[src/rtl/apb_bridge_mux_pkg.sv]
// Shared types and default sizing for the APB bridge/decoder and its helpers.
// No logic: constants, state enum and slave-index type only.
package apb_bridge_mux_pkg;

    localparam int DATA_WIDTH_DEF = 8;
    localparam int BUS_WIDTH_DEF  = 32;
    localparam int SEL_BITS_DEF   = 2;
    localparam int STRB_WIDTH     = BUS_WIDTH_DEF / DATA_WIDTH_DEF;

    typedef enum logic [1:0] {
        ST_IDLE   = 2'd0,
        ST_SETUP  = 2'd1,
        ST_ACCESS = 2'd2,
        ST_RESP   = 2'd3
    } apb_state_e;

    typedef logic [SEL_BITS_DEF-1:0] slv_idx_t;

    function automatic int strb_width(input int bus_w, input int data_w);
        return bus_w / data_w;
    endfunction

endpackage

[src/rtl/apb_timeout_cnt.sv]
// ACCESS-phase watchdog: counts enabled cycles since clear; expired_o is combinational, 0 latency.
// LIMIT=0 never expires; no backpressure, the owner decides when to clear.
module apb_timeout_cnt #(
    parameter int LIMIT = 16
) (
    input  logic clk,
    input  logic rst_n,
    input  logic clr_i,
    input  logic en_i,
    output logic expired_o
);
    localparam int CW = (LIMIT > 1) ? $clog2(LIMIT) : 1;
    localparam logic [CW-1:0] LAST = CW'((LIMIT > 0) ? LIMIT - 1 : 0);

    logic [CW-1:0] cnt_q, cnt_d;

    always_comb begin
        cnt_d = cnt_q;
        if (clr_i) begin
            cnt_d = '0;
        end else if (en_i) begin
            cnt_d = cnt_q + 1'b1;
        end
    end

    always_ff @(posedge clk or negedge rst_n) begin
        if (!rst_n) begin
            cnt_q <= '0;
        end else begin
            cnt_q <= cnt_d;
        end
    end

    // Fires on the LIMIT-th stalled cycle so the bridge leaves ACCESS after exactly LIMIT cycles.
    assign expired_o = (LIMIT > 0) && en_i && (cnt_q == LAST);

endmodule

[src/rtl/apb_bridge_mux.sv]
// APB 1-to-N bridge: decode top address bits, re-time the request, return pready T+3 (zero-wait) or T+1 (decode error).
// Upstream is stalled by withholding up_pready; downstream wait states and timeouts extend the stall.
module apb_bridge_mux
    import apb_bridge_mux_pkg::*;
#(
    parameter int DATA_WIDTH     = 8,
    parameter int BUS_WIDTH      = 32,
    parameter int ADDR_WIDTH     = 16,
    parameter int NUM_SLAVES     = 4,
    parameter int SEL_BITS       = 2,
    parameter int TIMEOUT_CYCLES = 16
) (
    input  logic                             clk,
    input  logic                             rst_n,
    input  logic                             up_psel,
    input  logic                             up_penable,
    input  logic                             up_pwrite,
    input  logic [BUS_WIDTH/DATA_WIDTH-1:0]  up_pstrb,
    input  logic [ADDR_WIDTH-1:0]            up_paddr,
    input  logic [BUS_WIDTH-1:0]             up_pwdata,
    output logic [BUS_WIDTH-1:0]             up_prdata,
    output logic                             up_pready,
    output logic                             up_pslverr,
    output logic                             busy,
    output logic [NUM_SLAVES-1:0]            dn_psel,
    output logic                             dn_penable,
    output logic                             dn_pwrite,
    output logic [BUS_WIDTH/DATA_WIDTH-1:0]  dn_pstrb,
    output logic [ADDR_WIDTH-1:0]            dn_paddr,
    output logic [BUS_WIDTH-1:0]             dn_pwdata,
    input  logic [NUM_SLAVES*BUS_WIDTH-1:0]  dn_prdata,
    input  logic [NUM_SLAVES-1:0]            dn_pready,
    input  logic [NUM_SLAVES-1:0]            dn_pslverr,
    input  logic [NUM_SLAVES-1:0]            dn_busy
);
    localparam int STRB_W = BUS_WIDTH / DATA_WIDTH;

    apb_state_e            state_q, state_d;
    logic [SEL_BITS-1:0]   idx_q, idx_d;
    logic [ADDR_WIDTH-1:0] addr_q, addr_d;
    logic [BUS_WIDTH-1:0]  wdata_q, wdata_d;
    logic [STRB_W-1:0]     strb_q, strb_d;
    logic                  write_q, write_d;
    logic                  err_q, err_d;
    logic [BUS_WIDTH-1:0]  rdata_q, rdata_d;
    logic                  drop_q, drop_d;

    logic [SEL_BITS-1:0]   up_idx;
    logic                  up_idx_ok;
    logic                  sel_rdy, sel_err;
    logic [BUS_WIDTH-1:0]  sel_rdata;
    logic                  dn_active;
    logic                  tmo_expired;
    logic                  unused_penable;

    assign unused_penable = up_penable;

    assign up_idx    = up_paddr[ADDR_WIDTH-1 -: SEL_BITS];
    assign up_idx_ok = (int'(up_idx) < NUM_SLAVES);

    // Only the addressed slave's response is visible; others are ignored.
    always_comb begin
        sel_rdy   = 1'b0;
        sel_err   = 1'b0;
        sel_rdata = '0;
        for (int i = 0; i < NUM_SLAVES; i++) begin
            if (idx_q == SEL_BITS'(i)) begin
                sel_rdy   = dn_pready[i];
                sel_err   = dn_pslverr[i];
                sel_rdata = dn_prdata[i*BUS_WIDTH +: BUS_WIDTH];
            end
        end
    end

    apb_timeout_cnt #(
        .LIMIT (TIMEOUT_CYCLES)
    ) u_tmo (
        .clk       (clk),
        .rst_n     (rst_n),
        .clr_i     (state_q == ST_SETUP),
        .en_i      ((state_q == ST_ACCESS) && !sel_rdy),
        .expired_o (tmo_expired)
    );

    always_comb begin
        state_d = state_q;
        idx_d   = idx_q;
        addr_d  = addr_q;
        wdata_d = wdata_q;
        strb_d  = strb_q;
        write_d = write_q;
        err_d   = err_q;
        rdata_d = rdata_q;
        drop_d  = drop_q;
        case (state_q)
            ST_IDLE: begin
                if (up_psel) begin
                    idx_d   = up_idx;
                    addr_d  = up_paddr;
                    wdata_d = up_pwdata;
                    strb_d  = up_pstrb;
                    write_d = up_pwrite;
                    rdata_d = '0;
                    drop_d  = 1'b0;
                    err_d   = !up_idx_ok;
                    state_d = up_idx_ok ? ST_SETUP : ST_RESP;
                end
            end
            ST_SETUP: begin
                if (!up_psel) drop_d = 1'b1;
                state_d = ST_ACCESS;
            end
            ST_ACCESS: begin
                // A master that abandons the transfer still lets the slave finish; only the reply is suppressed.
                if (!up_psel) drop_d = 1'b1;
                if (sel_rdy) begin
                    rdata_d = sel_rdata;
                    err_d   = sel_err;
                    state_d = ST_RESP;
                end else if (tmo_expired) begin
                    err_d   = 1'b1;
                    state_d = ST_RESP;
                end
            end
            ST_RESP: begin
                state_d = ST_IDLE;
            end
            default: begin
                state_d = ST_IDLE;
            end
        endcase
    end

    always_ff @(posedge clk or negedge rst_n) begin
        if (!rst_n) begin
            state_q <= ST_IDLE;
            idx_q   <= '0;
            addr_q  <= '0;
            wdata_q <= '0;
            strb_q  <= '0;
            write_q <= 1'b0;
            err_q   <= 1'b0;
            rdata_q <= '0;
            drop_q  <= 1'b0;
        end else begin
            state_q <= state_d;
            idx_q   <= idx_d;
            addr_q  <= addr_d;
            wdata_q <= wdata_d;
            strb_q  <= strb_d;
            write_q <= write_d;
            err_q   <= err_d;
            rdata_q <= rdata_d;
            drop_q  <= drop_d;
        end
    end

    assign dn_active = (state_q == ST_SETUP) || (state_q == ST_ACCESS);

    always_comb begin
        dn_psel = '0;
        for (int i = 0; i < NUM_SLAVES; i++) begin
            dn_psel[i] = dn_active && (idx_q == SEL_BITS'(i));
        end
    end

    assign dn_penable = (state_q == ST_ACCESS);
    assign dn_pwrite  = write_q;
    assign dn_pstrb   = strb_q;
    assign dn_paddr   = addr_q;
    assign dn_pwdata  = wdata_q;

    assign up_pready  = (state_q == ST_RESP) && !drop_q;
    assign up_pslverr = up_pready && err_q;
    assign up_prdata  = (up_pready && !write_q && !err_q) ? rdata_q : '0;

    assign busy = |dn_busy;

endmodule

[config.mk]
export PLATFORM = sky130hd
export DESIGN_NAME = apb_bridge_mux
export DESIGN_NICKNAME = d
export VERILOG_FILES = /design/src/rtl/apb_bridge_mux_pkg.sv /design/src/rtl/apb_timeout_cnt.sv /design/src/rtl/apb_bridge_mux.sv
export SDC_FILE = /design/constraint.sdc
export NUM_CORES = 1
export LEC_CHECK = 0
export CAP_MARGIN = 20
export CORE_ASPECT_RATIO = 0.7
export CORE_UTILIZATION = 38
export DETAILED_ROUTE_END_ITERATION = 6
export PLACE_DENSITY = 0.86
export SLEW_MARGIN = 40
export SYNTH_ARGS = -nofsm -noshare
export SYNTH_HDL_FRONTEND = slang
export SYNTH_SLANG_ARGS = --single-unit
[constraint.sdc]
create_clock -name clk -period 2.41 [get_ports clk]
set_input_delay 0.482 -clock clk [delete_from_list [all_inputs] [get_ports clk]]
set_output_delay 0.482 -clock clk [all_outputs]
set_load 0.01 [all_outputs]
==> PnR_summary.wiki <==
{| class="wikitable"
! Metric !! Value
|-
| Number of antenna diodes || 0
|-
| Post-Synthesis Mean Instance Area || 12.5 um2
|-
| Number of instances in the synthesized netlist || 384
|-
| Post-synthesis cell type with the largest combined area || sky130_fd_sc_hd__dfrtp_1
|-
| Transition time at the pin with the least slew margin || 0.498 ns
|-
| Leakage || 3.39 nW
|-
| Count of yosys warnings during synthesis || 0
|-
| Floorplan Core Area || 0.0120 mm2
|-
| Total negative slack || 0 ns
|-
| Maximum vdd ir drop || 580 uV
|-
| Number of pins with negative max-slew slack in the final report || 0
|-
| Final number of setup-violating endpoints || 0
|-
| Library cells used by synthesis || 33
|-
| Startpoint-to-endpoint class of the critical path || input port to output port
|-
| Clock latency on the worst-skew pair || 0.34 ns
|-
| Chip Width || 136 um
|-
| Final critical path time including I/O delays and setup || 2.35 ns
|-
| Share of the core filled with cells || 67.9%
|-
| Design Power || 8.74 mW
|-
| Hold Violations, Final || 0
|-
| Top routing layer in use || met4
|-
| Worst-case headroom to the max-slew limit || 66.8%
|-
| PD cells || 1080 mW/mm2
|-
| Avg Vias per Cell || 5.02
|-
| Cell types occupying the most area after synthesis || sky130_fd_sc_hd__dfrtp_1, sky130_fd_sc_hd__mux4_2, sky130_fd_sc_hd__mux2_2
|-
| Clock transition at the registers of the reported paths || 0.07 ns
|-
| Clock tree from TritonCTS || done
|-
| CP Data Arrival Time || 1.87 ns
|-
| Element type at the critical path start || input port
|-
| Outcome || complete, no violations
|-
| Post-route clock period utilization || 97.7%
|-
| MaxCap Viol Count || 0
|-
| Top-level port count || 290
|-
| Met1 Wirelength || 5.96 mm
|-
| Crit-path max FO || 1
|-
| DIE AREA || 0.0131 mm2
|-
| FF+latch count, synth || 93
|-
| Worst Hold Class || input port to async pin
|-
| Post-synthesis to final-layout area growth || 69.6%
|-
| Area of the mapped netlist || 0.00479 mm2
|-
| Count of hold-fix buffers inserted at cts || 0
|-
| Layout cells sized above 1 || 24.0%
|-
| Final routed DRC violation total || 0
|-
| Antenna Nets Post-Route || 0
|-
| Number of antenna violations at the first check in global routing || 0
|-
| Via count of the first global-routing pass || 4208
|-
| Most common cell after layout, fill and taps aside || sky130_fd_sc_hd__clkdlybuf4s50_1
|-
| Global-route usage over all layers || 22.5%
|-
| Fin Clk Skew || 0.00988 ns
|-
| DR pass1 iterations || 4
|-
| Number of H-tree levels || 3
|-
| Inserted Clock Buffers || 9
|-
| CTS sink count || 93
|-
| Final HPWL DP || 11.5 mm
|-
| Max Buffers Root-to-Sink || 2
|-
| Wire length after detailed routing || 14.9 mm
|-
| Fraction of registers with async set or reset after synthesis || 100%
|-
| Starting Density || 40.0%
|-
| GPL Wtd Cong || 0.770
|-
| Unrepaired setup endpoints after global routing || no
|-
| Starting DRC count in detailed routing || 186
|-
| CTS Root Buffer Type || sky130_fd_sc_hd__clkbuf_16
|-
| Net count of the mapped netlist || 587
|-
| Achievable Freq || 425 MHz
|-
| Die Height || 96.0 um
|-
| Commonest non-fill, non-tap cells in the layout || sky130_fd_sc_hd__clkdlybuf4s50_1, sky130_fd_sc_hd__dfrtp_1, sky130_fd_sc_hd__nand2_1, sky130_fd_sc_hd__mux2_2, sky130_fd_sc_hd__mux4_2
|-
| Data required time of the critical path || 1.93 ns
|-
| Standard-cell row count || 33
|-
| Vias || 4174
|-
| Post-layout net count || 873
|-
| Most used flip-flop cell after synthesis || sky130_fd_sc_hd__dfrtp_1
|-
| Largest net degree at the start of global routing || 61
|-
| Met3 routed wirelength || 941 um
|-
| Total overflow reported by the global router || 0
|-
| Number of synthesized flops with an enable pin || 0
|-
| Number of buffers added on ports || 288
|-
| Capturing element type of the critical path || output port
|-
| Global-route wire length before repair || 21.9 mm
|-
| Area share of the largest cell type after synthesis || 48.6%
|-
| Met2 wire length || 7.71 mm
|-
| Routed length per instance || 17.9 um
|-
| Portion of the post-synthesis area used by sequential elements || 48.6%
|}
path summary, 6_finish.rpt:
kind                                   from             to  slack [ns]  cells after the start
worst min register to register  rdata_q[15]    rdata_q[15]        0.47                      2
max in group asynchronous             rst_n  dn_pwdata[26]        1.68                      2
worst max register to register   state_q[0]     state_q[1]        0.40                      7
worst max-delay path             dn_busy[1]           busy        0.06                      3
worst min-delay path                  rst_n      dn_pwrite        0.11                      1
min in group clk                rdata_q[15]    rdata_q[15]        0.47                      2
kinds of logic after synthesis:
group           share of synthesized area [%]
compound gates                           5.07
xor+xnor                                0.183
fa+ha+maj                                1.57
buf+inv                                  3.26
flops                                    48.6
mux                                      29.4
simple gates                             11.9
flip-flops by register name, indices dropped and copies added, names as in the netlist:
| signal | flops |
|---|---|
| dn_paddr | 14 |
| drop_q | 1 |
| idx_q | 2 |
| dn_pwdata | 32 |
| err_q | 1 |
| state_q | 2 |
| rdata_q | 32 |
| dn_pstrb | 4 |
| dn_pwrite | 1 |
| u_tmo.cnt_q | 4 |
stage by stage:
| step | hold WS (ns) | std cells | setup WS (ns) | instance area [um2] |
|---|---|---|---|---|
| after floorplan | 0.186 | 384 | 0.385 | 4790 |
| after CTS | 0.122 | 832 | 0.000946 | 8250 |
| after global routing | 0.134 | 832 | 0.00421 | 8130 |
| final | 0.112 | 832 | 0.0561 | 8130 |
| after detailed placement | 0.467 | 811 | 0.0240 | 7880 |
| after global placement | 0.458 | 811 | 0.0445 | 7880 |
power by group:
group / leakage (nW) / switching, mW / internal, mW
clock network: 0.146 / 0.599 / 0.914
logic: 2.09 / 1.85 / 2.57
registers: 1.16 / 0.496 / 2.31
layer usage:
metal / track usage (%) / vias to the layer above
li1: - / 1930
met1: 26.9 / 2056
met2: 40.3 / 165
met3: 5.42 / 23
met4: 6.57 / 0
met5: 0 / -
Yosys cell counts, types with 2 or more instances:
cell                       number
sky130_fd_sc_hd__clkbuf_1       6
sky130_fd_sc_hd__nand2_1       69
sky130_fd_sc_hd__ha_1           6
sky130_fd_sc_hd__mux2_2        55
sky130_fd_sc_hd__mux4_2        33
sky130_fd_sc_hd__dfrtp_1       93
sky130_fd_sc_hd__nand2b_1       2
sky130_fd_sc_hd__nor3b_1        2
sky130_fd_sc_hd__and2_1        33
sky130_fd_sc_hd__o21ai_0       27
sky130_fd_sc_hd__nor2_1         7
sky130_fd_sc_hd__mux2_1         2
sky130_fd_sc_hd__buf_2         14
sky130_fd_sc_hd__o21ai_1        6
sky130_fd_sc_hd__inv_1          3
sky130_fd_sc_hd__nor2b_1        3
sky130_fd_sc_hd__buf_1          2
sky130_fd_sc_hd__buf_4          3
sky130_fd_sc_hd__buf_6          2
sky130_fd_sc_hd__a21oi_1        3
worst max-delay path, cell delays in order:
cell                              delay [ns]
sky130_fd_sc_hd__clkdlybuf4s50_1        0.40
sky130_fd_sc_hd__or4_1                  0.50
sky130_fd_sc_hd__clkdlybuf4s50_1        0.49
final cells by class:
class                   instances  area (um2)
repair buffers                302        2910
inverters                       3        11.3
clock buffers                  11         233
well taps                     157         196
flip-flops and latches         93        2330
fillers                       888        3850
multi-input cells             261        2360
clock inverters                 5        83.8
repair_timing:
item,in CTS,in global routing
gates resized for setup,59,52
gates cloned,1,0
endpoints found under the setup margin,36,32
setup buffers,4,0
(Power assumes the default switching activity.)
